===== src/rtl/maze_move_sequencer_pkg.sv =====
// ---------------------------------------------------------------------------
// maze_pkg
// Shared definitions for the maze game controller and the pixel renderer:
// maze geometry, wall nibble bit positions, phase and direction codes, the
// controller state encoding and the renderer colour constants.
// ---------------------------------------------------------------------------
package maze_pkg;

  localparam int         MAZE_DIM = 15;
  localparam logic [3:0] MAZE_MAX = 4'(MAZE_DIM - 1);

  // Bit positions inside a 4-bit cell nibble
  localparam int WALL_UP    = 3;
  localparam int WALL_RIGHT = 2;
  localparam int WALL_DOWN  = 1;
  localparam int WALL_LEFT  = 0;

  // Renderer background select
  typedef enum logic [1:0] {
    PHASE_INI  = 2'b00,
    PHASE_PLAY = 2'b01,
    PHASE_DONE = 2'b10
  } phase_t;

  typedef enum logic [1:0] {
    DIR_UP    = 2'd0,
    DIR_RIGHT = 2'd1,
    DIR_DOWN  = 2'd2,
    DIR_LEFT  = 2'd3
  } dir_t;

  typedef enum logic [2:0] {
    ST_INI   = 3'd0,
    ST_WAIT  = 3'd1,
    ST_FETCH = 3'd2,
    ST_CHECK = 3'd3,
    ST_DONE  = 3'd4
  } state_t;

  // 12-bit RGB colours used by the renderer
  localparam logic [11:0] COLOUR_WALL   = 12'hFFF;
  localparam logic [11:0] COLOUR_PLAYER = 12'h0F0;
  localparam logic [11:0] COLOUR_COIN   = 12'hFF0;

  // Column 0 sits in the most significant nibble of a 60-bit row word.
  function automatic logic [3:0] cell_nibble(input logic [59:0] row,
                                             input logic [3:0]  col);
    logic [5:0] base;
    base = 6'd59 - {col, 2'b00};
    return row[base -: 4];
  endfunction

endpackage


===== src/rtl/maze_move_sequencer_if.sv =====
// ---------------------------------------------------------------------------
// maze_move_sequencer_if
// Read port of the maze row store.
//   maze_row_addr : row index driven by the controller (master)
//   maze_row_data : 60-bit row word, 15 nibbles, valid one cycle after the
//                   address is driven (slave)
// ---------------------------------------------------------------------------
interface maze_move_sequencer_if;
  logic [3:0]  maze_row_addr;
  logic [59:0] maze_row_data;

  modport master (output maze_row_addr, input  maze_row_data);
  modport slave  (input  maze_row_addr, output maze_row_data);
endinterface


===== src/rtl/maze_move_sequencer_tick_gen.sv =====
// ---------------------------------------------------------------------------
// move_tick_gen
// Free-running move-opportunity divider. Counts 0..TICK_DIV-1 and raises
// tick for the single cycle in which the count sits at its terminal value.
//   move_clk : clock
//   Reset_n  : asynchronous active-low reset (count returns to 0)
//   tick     : one-cycle strobe
// ---------------------------------------------------------------------------
module move_tick_gen #(
  parameter logic [23:0] TICK_DIV = 24'd2500000
) (
  input  logic move_clk,
  input  logic Reset_n,
  output logic tick
);

  logic [23:0] count_reg;
  logic [23:0] count_next;

  assign tick       = (count_reg == TICK_DIV - 24'd1);
  assign count_next = tick ? 24'd0 : count_reg + 24'd1;

  always_ff @(posedge move_clk or negedge Reset_n) begin
    if (!Reset_n) count_reg <= 24'd0;
    else          count_reg <= count_next;
  end

endmodule


===== src/rtl/maze_move_sequencer.sv =====
// ---------------------------------------------------------------------------
// maze_move_sequencer
// Cell-granular controller for the 15x15 maze. Owns the player cell, the
// coin sequence, the score and the game phase; performs at most one move
// per tick, validated against the wall nibble of the player's current cell.
// Ports:
//   move_clk, Reset_n        : clock, asynchronous active-low reset
//   Up/Down/Left/Right       : level-held direction buttons
//   row_bus (master)         : maze row store read port
//   player_row/player_col    : current player cell
//   coin_row/coin_col        : active coin cell, coin_valid while one exists
//   score                    : coins collected (saturating)
//   finish_open              : every coin collected
//   game_done                : player reached the open finish
//   phase                    : 00 INI, 01 PLAY, 10 DONE
// ---------------------------------------------------------------------------
module maze_move_sequencer
  import maze_pkg::*;
#(
  parameter logic [23:0] TICK_DIV   = 24'd2500000,
  parameter int          NUM_COINS  = 4,
  parameter logic [63:0] COIN_CELLS = 64'h0000_0000_1E05_E2D3,
  parameter logic [3:0]  START_ROW  = 4'd14,
  parameter logic [3:0]  START_COL  = 4'd0,
  parameter logic [3:0]  FINISH_ROW = 4'd0,
  parameter logic [3:0]  FINISH_COL = 4'd14
) (
  input  logic                         move_clk,
  input  logic                         Reset_n,
  input  logic                         Up,
  input  logic                         Down,
  input  logic                         Left,
  input  logic                         Right,
  maze_move_sequencer_if.master        row_bus,
  output logic [3:0]                   player_row,
  output logic [3:0]                   player_col,
  output logic [3:0]                   coin_row,
  output logic [3:0]                   coin_col,
  output logic                         coin_valid,
  output logic [3:0]                   score,
  output logic                         finish_open,
  output logic                         game_done,
  output logic [1:0]                   phase
);

  localparam logic [3:0] NUM_IDX = 4'(NUM_COINS);

  logic tick;

  move_tick_gen #(.TICK_DIV(TICK_DIV)) u_tick_gen (
    .move_clk (move_clk),
    .Reset_n  (Reset_n),
    .tick     (tick)
  );

  // Coin cells unpacked into a lookup table, entry k = {row, col} of coin k
  logic [7:0] coin_table [8];

  genvar gi;
  generate
    for (gi = 0; gi < 8; gi++) begin : g_coin_table
      assign coin_table[gi] = COIN_CELLS[8*gi +: 8];
    end
  endgenerate

  state_t     state_reg,       state_next;
  dir_t       dir_reg,         dir_next;
  logic [3:0] row_reg,         row_next;
  logic [3:0] col_reg,         col_next;
  logic [3:0] addr_reg,        addr_next;
  logic [3:0] coin_idx_reg,    coin_idx_next;
  logic [7:0] coin_cell_reg,   coin_cell_next;
  logic       coin_valid_reg,  coin_valid_next;
  logic [3:0] score_reg,       score_next;
  logic       finish_open_reg, finish_open_next;

  logic [3:0] nibble;
  logic [3:0] cand_row, cand_col;
  logic       blocked;

  // Candidate cell and legality of the latched move
  always_comb begin
    nibble   = cell_nibble(row_bus.maze_row_data, col_reg);
    cand_row = row_reg;
    cand_col = col_reg;
    blocked  = 1'b0;
    unique case (dir_reg)
      DIR_RIGHT: begin
        blocked  = nibble[WALL_RIGHT] || (col_reg >= MAZE_MAX);
        cand_col = col_reg + 4'd1;
      end
      DIR_LEFT: begin
        blocked  = nibble[WALL_LEFT] || (col_reg == 4'd0);
        cand_col = col_reg - 4'd1;
      end
      DIR_UP: begin
        blocked  = nibble[WALL_UP] || (row_reg == 4'd0);
        cand_row = row_reg - 4'd1;
      end
      DIR_DOWN: begin
        blocked  = nibble[WALL_DOWN] || (row_reg >= MAZE_MAX);
        cand_row = row_reg + 4'd1;
      end
      default: blocked = 1'b1;
    endcase
  end

  // Next-state and datapath updates
  always_comb begin
    state_next       = state_reg;
    dir_next         = dir_reg;
    row_next         = row_reg;
    col_next         = col_reg;
    addr_next        = addr_reg;
    coin_idx_next    = coin_idx_reg;
    coin_cell_next   = coin_cell_reg;
    coin_valid_next  = coin_valid_reg;
    score_next       = score_reg;
    finish_open_next = finish_open_reg;

    unique case (state_reg)
      ST_INI: state_next = ST_WAIT;

      ST_WAIT: begin
        if (tick && (Right || Left || Up || Down)) begin
          if (Right)     dir_next = DIR_RIGHT;
          else if (Left) dir_next = DIR_LEFT;
          else if (Up)   dir_next = DIR_UP;
          else           dir_next = DIR_DOWN;
          // Registered so the row word is present during CHECK
          addr_next  = row_reg;
          state_next = ST_FETCH;
        end
      end

      ST_FETCH: state_next = ST_CHECK;

      ST_CHECK: begin
        state_next = ST_WAIT;
        if (!blocked) begin
          row_next = cand_row;
          col_next = cand_col;
          if (coin_valid_reg && ({cand_row, cand_col} == coin_cell_reg)) begin
            score_next    = (score_reg == 4'hF) ? score_reg : score_reg + 4'd1;
            coin_idx_next = coin_idx_reg + 4'd1;
            if (coin_idx_next == NUM_IDX) begin
              // Coin outputs keep showing the last coin
              coin_valid_next  = 1'b0;
              finish_open_next = 1'b1;
            end else begin
              coin_cell_next = coin_table[coin_idx_next[2:0]];
            end
          end
          // Uses the post-collect flag so a coin on the finish cell ends the game at once
          if (finish_open_next && (cand_row == FINISH_ROW) && (cand_col == FINISH_COL))
            state_next = ST_DONE;
        end
      end

      ST_DONE: state_next = ST_DONE;

      default: state_next = ST_INI;
    endcase
  end

  always_ff @(posedge move_clk or negedge Reset_n) begin
    if (!Reset_n) begin
      state_reg       <= ST_INI;
      dir_reg         <= DIR_RIGHT;
      row_reg         <= START_ROW;
      col_reg         <= START_COL;
      addr_reg        <= START_ROW;
      coin_idx_reg    <= 4'd0;
      coin_cell_reg   <= COIN_CELLS[7:0];
      coin_valid_reg  <= (NUM_COINS >= 1);
      score_reg       <= 4'd0;
      finish_open_reg <= 1'b0;
    end else begin
      state_reg       <= state_next;
      dir_reg         <= dir_next;
      row_reg         <= row_next;
      col_reg         <= col_next;
      addr_reg        <= addr_next;
      coin_idx_reg    <= coin_idx_next;
      coin_cell_reg   <= coin_cell_next;
      coin_valid_reg  <= coin_valid_next;
      score_reg       <= score_next;
      finish_open_reg <= finish_open_next;
    end
  end

  assign row_bus.maze_row_addr = addr_reg;
  assign player_row  = row_reg;
  assign player_col  = col_reg;
  assign coin_row    = coin_cell_reg[7:4];
  assign coin_col    = coin_cell_reg[3:0];
  assign coin_valid  = coin_valid_reg;
  assign score       = score_reg;
  assign finish_open = finish_open_reg;
  assign game_done   = (state_reg == ST_DONE);
  assign phase       = (state_reg == ST_INI)  ? PHASE_INI  :
                       (state_reg == ST_DONE) ? PHASE_DONE : PHASE_PLAY;

endmodule


===== src/flat_wrapper.sv =====
// flat-port wrapper written by rule: the top's interface ports become plain ports
module maze_move_sequencer_flat import maze_pkg::*;
#(
  parameter logic [23:0] TICK_DIV   = 24'd2500000,
  parameter int          NUM_COINS  = 4,
  parameter logic [63:0] COIN_CELLS = 64'h0000_0000_1E05_E2D3,
  parameter logic [3:0]  START_ROW  = 4'd14,
  parameter logic [3:0]  START_COL  = 4'd0,
  parameter logic [3:0]  FINISH_ROW = 4'd0,
  parameter logic [3:0]  FINISH_COL = 4'd14
)
  (move_clk, Reset_n, Up, Down, Left, Right, player_row, player_col, coin_row, coin_col, coin_valid, score, finish_open, game_done, phase, row_bus_maze_row_addr, row_bus_maze_row_data);
  maze_move_sequencer_if row_bus_i ();
  input  logic move_clk;
  input  logic Reset_n;
  input  logic Up;
  input  logic Down;
  input  logic Left;
  input  logic Right;
  output logic [3:0] player_row;
  output logic [3:0] player_col;
  output logic [3:0] coin_row;
  output logic [3:0] coin_col;
  output logic coin_valid;
  output logic [3:0] score;
  output logic finish_open;
  output logic game_done;
  output logic [1:0] phase;
  output wire logic [$bits(row_bus_i.maze_row_addr)-1:0] row_bus_maze_row_addr;
  input wire logic [$bits(row_bus_i.maze_row_data)-1:0] row_bus_maze_row_data;
  assign row_bus_maze_row_addr = row_bus_i.maze_row_addr;
  assign row_bus_i.maze_row_data = row_bus_maze_row_data;
  maze_move_sequencer #(.TICK_DIV(TICK_DIV), .NUM_COINS(NUM_COINS), .COIN_CELLS(COIN_CELLS), .START_ROW(START_ROW), .START_COL(START_COL), .FINISH_ROW(FINISH_ROW), .FINISH_COL(FINISH_COL)) u_core (.move_clk(move_clk), .Reset_n(Reset_n), .Up(Up), .Down(Down), .Left(Left), .Right(Right), .row_bus(row_bus_i), .player_row(player_row), .player_col(player_col), .coin_row(coin_row), .coin_col(coin_col), .coin_valid(coin_valid), .score(score), .finish_open(finish_open), .game_done(game_done), .phase(phase));
endmodule

===== config.mk =====
export PLATFORM = sky130hd
export DESIGN_NAME = maze_move_sequencer_flat
export DESIGN_NICKNAME = d
export VERILOG_FILES = /design/src/rtl/maze_move_sequencer_pkg.sv /design/src/rtl/maze_move_sequencer_if.sv /design/src/rtl/maze_move_sequencer_tick_gen.sv /design/src/rtl/maze_move_sequencer.sv /design/src/flat_wrapper.sv
export SDC_FILE = /design/constraint.sdc
export NUM_CORES = 1
export LEC_CHECK = 0
export BUFFER_PORTS_ARGS = -buffer_cell sky130_fd_sc_hd__clkbuf_2
export CORE_AREA = 2 2 103 105
export DETAILED_ROUTE_END_ITERATION = 12
export DIE_AREA = 0 0 105 107
export GPL_TIMING_DRIVEN = 0
export PLACE_DENSITY = 0.59
export SLEW_MARGIN = 10
export SYNTH_ARGS = -nofsm -noshare
export SYNTH_HDL_FRONTEND = slang
export SYNTH_SLANG_ARGS = --single-unit

===== constraint.sdc =====
create_clock -name move_clk -period 9.63 [get_ports move_clk]
set_input_delay 1.926 -clock move_clk [delete_from_list [all_inputs] [get_ports move_clk]]
set_output_delay 1.926 -clock move_clk [all_outputs]
set_load 0.005 [all_outputs]

==> qor.txt <==
outcome = complete, no violations
Avg Synthesized Cell Area = 10.3 um^2
kind of critical path = register to register
RSZ-0062 raised after global routing = false
Synth Instances = 386
slack of the worst reg-to-reg path = 5.71 ns
remaining antenna violation count after routing = 0
IO Pins = 95
total of cells resized after clock tree synthesis = 0
GRT Overall Usage = 0.183
last element of the critical path = u_core.score[1]$_DFFE_PN0P_
Max Clk Rate = 255 MHz
PortBufs = 94
Setup Fix Bufs, Post-CTS = 0
portion of the post-synthesis area used by sequential elements = 0.368
clock skew after layout = 0.0104 ns
Final HPWL DP = 7350 um
leading cell types in the layout, fill and taps excluded = sky130_fd_sc_hd__clkbuf_2 (93), sky130_fd_sc_hd__dfrtp_1 (46), sky130_fd_sc_hd__nand2_1 (27), sky130_fd_sc_hd__nor2_1 (26), sky130_fd_sc_hd__inv_1 (23)
total clock sinks = 58
Post-layout nets = 571
worst slew margin relative to its limit = 0.621
TritonCTS clock tree = done
Setup crit start kind = register
iteration count of the initial detailed-routing pass = 4
worst slack on hold paths = 0.453 ns
vertical die dimension = 107 um
Cell Pwr Density = 110 nW/um^2
final core area utilization = 0.485
endpoint of the worst register-to-register path = u_core.score[1]$_DFFE_PN0P_
CTS hold repair buffers = 0
first-pass GRT wire length = 16500 um
Die X = 105 um
pins over their slew limit = 0
logic depth of the worst register-to-register path = 12
area growth from synthesis to layout = 22.8%
via count of the first global-routing pass = 3340
actual transition at the worst max-transition pin = 0.567 ns
residual DRC count = 0
via count = 3387
GR Util met2 = 0.298
Clock transition at path regs = 0.07 ns
num rows = 37
post-synthesis cell area = 3980 um^2
Main synth FF type = sky130_fd_sc_hd__dfrtp_1
element type at the critical path end = register
min Tclk post-route = 3.92 ns
classification of the worst-slack hold path = register to register
clock network latency to the later pin of the worst-skew pair = 0.34 ns
CTS buffer count = 9
Post-Synthesis Net Count = 465
source of the critical timing path = u_core.player_col[0]$_DFFE_PN0P_
sum of overflow across all layers after global routing = 0
number of antenna violations at the first check in global routing = 0
vias per inst = 5.35
overall power after layout = 0.000540 W
Critical Path Fanout Max = 10
number of hold-slack violations in the final timing report = 0
max reg flops = 24
Leak = 2.35 nW
async set or reset register ratio after synthesis = 1.00
diode insertion count for antenna repair = 0
most common cell after layout, fill and taps aside = sky130_fd_sc_hd__clkbuf_2
Die Area = 11200 um^2
number of H-tree levels = 3
starting density of the core = 0.395
number of flops mapped to enable cells by yosys = 0
GR Util met3 = 0.0462
area inside the core boundary = 10100 um^2
Clock Root Buffer = sky130_fd_sc_hd__clkbuf_8
routability congestion estimate from global placement = 0.855
Routed WL per cell = 15.3 um
peak supply drop = 0.0730 mV
endpoints failing setup = 0
global routing usage on met1 = 0.247
final cell area excluding filler cells = 4890 um^2
warning count from the yosys run = 0
data arrival time of the worst path = 4.13 ns
max-cap check violation count = 0
maximum number of pins on one net before global-route repair = 58
Iteration-0 DRC Markers = 161
number of buffers between clock root and the deepest sink = 2
Final Routed Wirelength = 9680 um
cell mode on critical path = sky130_fd_sc_hd__buf_2
number of distinct library cell variants in the gate-level netlist after synthesis = 66
crit path max-delay cell type = sky130_fd_sc_hd__mux4_2
Most Crowded Layer GR = met2
WP data required = 9.85 ns
worst reg2reg path startpoint = u_core.player_col[0]$_DFFE_PN0P_
instance area at placement = 4650 um^2
largest incremental delay on the critical path = 0.52 ns
fraction of final layout cells sized beyond drive strength 1 = 0.334
critical-path cell list = buf_2 -> buf_2 -> inv_1 -> ha_1 -> inv_2 -> buf_6 -> mux4_2 -> a22oi_2 -> nand3_2 -> a211oi_4 -> o2111a_1 -> mux2_1
share of the cycle needed by the critical path after routing = 0.407
Total Neg Setup Slack = 0 ns
flip-flop and latch count after synthesis = 58
## worst max-delay path, delay by kind of cell, from the launching register on
kind | cells | cell delay (ns)
AND/OR/NAND/NOR | 1 | 0.11
AO/OA/AOI/OAI | 3 | 1.02
flip-flops | 1 | 0.42
adder cells (fa/ha/maj) | 1 | 0.43
multiplexers | 2 | 0.85
buffers and inverters | 5 | 0.96
## synthesized netlist by cell type, types with 11 or more instances
| library cell | instances | area (um^2) |
|---|---|---|
| sky130_fd_sc_hd__inv_1 | 23 | 86.3 |
| sky130_fd_sc_hd__dfrtp_1 | 46 | 1150 |
| sky130_fd_sc_hd__a21oi_1 | 11 | 55.1 |
| sky130_fd_sc_hd__dfstp_2 | 12 | 315 |
| sky130_fd_sc_hd__ha_1 | 12 | 150 |
| sky130_fd_sc_hd__nand3_1 | 13 | 65.1 |
| sky130_fd_sc_hd__nand2_1 | 27 | 101 |
| sky130_fd_sc_hd__xnor2_1 | 22 | 193 |
| sky130_fd_sc_hd__o2111ai_1 | 12 | 105 |
| sky130_fd_sc_hd__xor2_1 | 19 | 166 |
| sky130_fd_sc_hd__o21ai_0 | 13 | 65.1 |
| sky130_fd_sc_hd__nor2_1 | 26 | 97.6 |
## worst min-delay path by stage
stage	start	cells past startpoint	end
detailed placement	u_core.u_tick_gen.count_reg[0]$_DFF_PN0_	1	u_core.u_tick_gen.count_reg[0]$_DFF_PN0_
global route	u_core.u_tick_gen.count_reg[23]$_DFF_PN0_	1	u_core.u_tick_gen.count_reg[23]$_DFF_PN0_
finish	u_core.u_tick_gen.count_reg[0]$_DFF_PN0_	1	u_core.u_tick_gen.count_reg[0]$_DFF_PN0_
floorplan	u_core.u_tick_gen.count_reg[0]$_DFF_PN0_	1	u_core.u_tick_gen.count_reg[0]$_DFF_PN0_
global placement	u_core.u_tick_gen.count_reg[0]$_DFF_PN0_	1	u_core.u_tick_gen.count_reg[0]$_DFF_PN0_
CTS	u_core.u_tick_gen.count_reg[0]$_DFF_PN0_	1	u_core.u_tick_gen.count_reg[0]$_DFF_PN0_
## routing by layer
| layer | wire length (um) | vias up |
|---|---|---|
| met5 | 0 | - |
| met4 | 82 | 0 |
| met3 | 347 | 9 |
| met1 | 4590 | 1673 |
| li1 | - | 1644 |
| met2 | 4660 | 61 |
## where the power goes
| group | switching, W | internal (W) | total, W |
|---|---|---|---|
| registers | 0 | 0.000244 | 0.000244 |
| clock network | 0.000102 | 0.000167 | 0.000268 |
| logic | 0.0000117 | 0.0000159 | 0.0000276 |
| total | 0.000114 | 0.000426 | 0.000540 |
## cell families (layout without fill, tap and decap cells)
kind of cell | after synthesis | count (layout) | synth area share
AO/OA/AOI/OAI | 69 | 69 | 0.135
XOR/XNOR | 44 | 44 | 0.106
adder cells (fa/ha/maj) | 13 | 13 | 0.0427
buffers and inverters | 42 | 153 | 0.0490
flip-flops | 58 | 58 | 0.368
multiplexers | 32 | 32 | 0.128
AND/OR/NAND/NOR | 128 | 128 | 0.172
## metrics by stage
stage	instances	setup slack [ns]
floorplan	386	5.76
global placement	616	5.49
detailed placement	617	5.47
CTS	633	5.66
global route	633	5.47
finish	633	5.71
## final cells by class
| cell class | count | area [um^2] |
|---|---|---|
| Clock inverter | 4 | 72.6 |
| Sequential cell | 58 | 1470 |
| Buffer | 18 | 105 |
| Timing Repair Buffer | 95 | 500 |
| Inverter | 24 | 90.1 |
| Clock buffer | 12 | 165 |
| Multi-Input combinational cell | 286 | 2320 |
| Tap cell | 136 | 170 |
| Fill cell | 994 | 5200 |
Note: power is estimated with default switching activity, not from simulation.
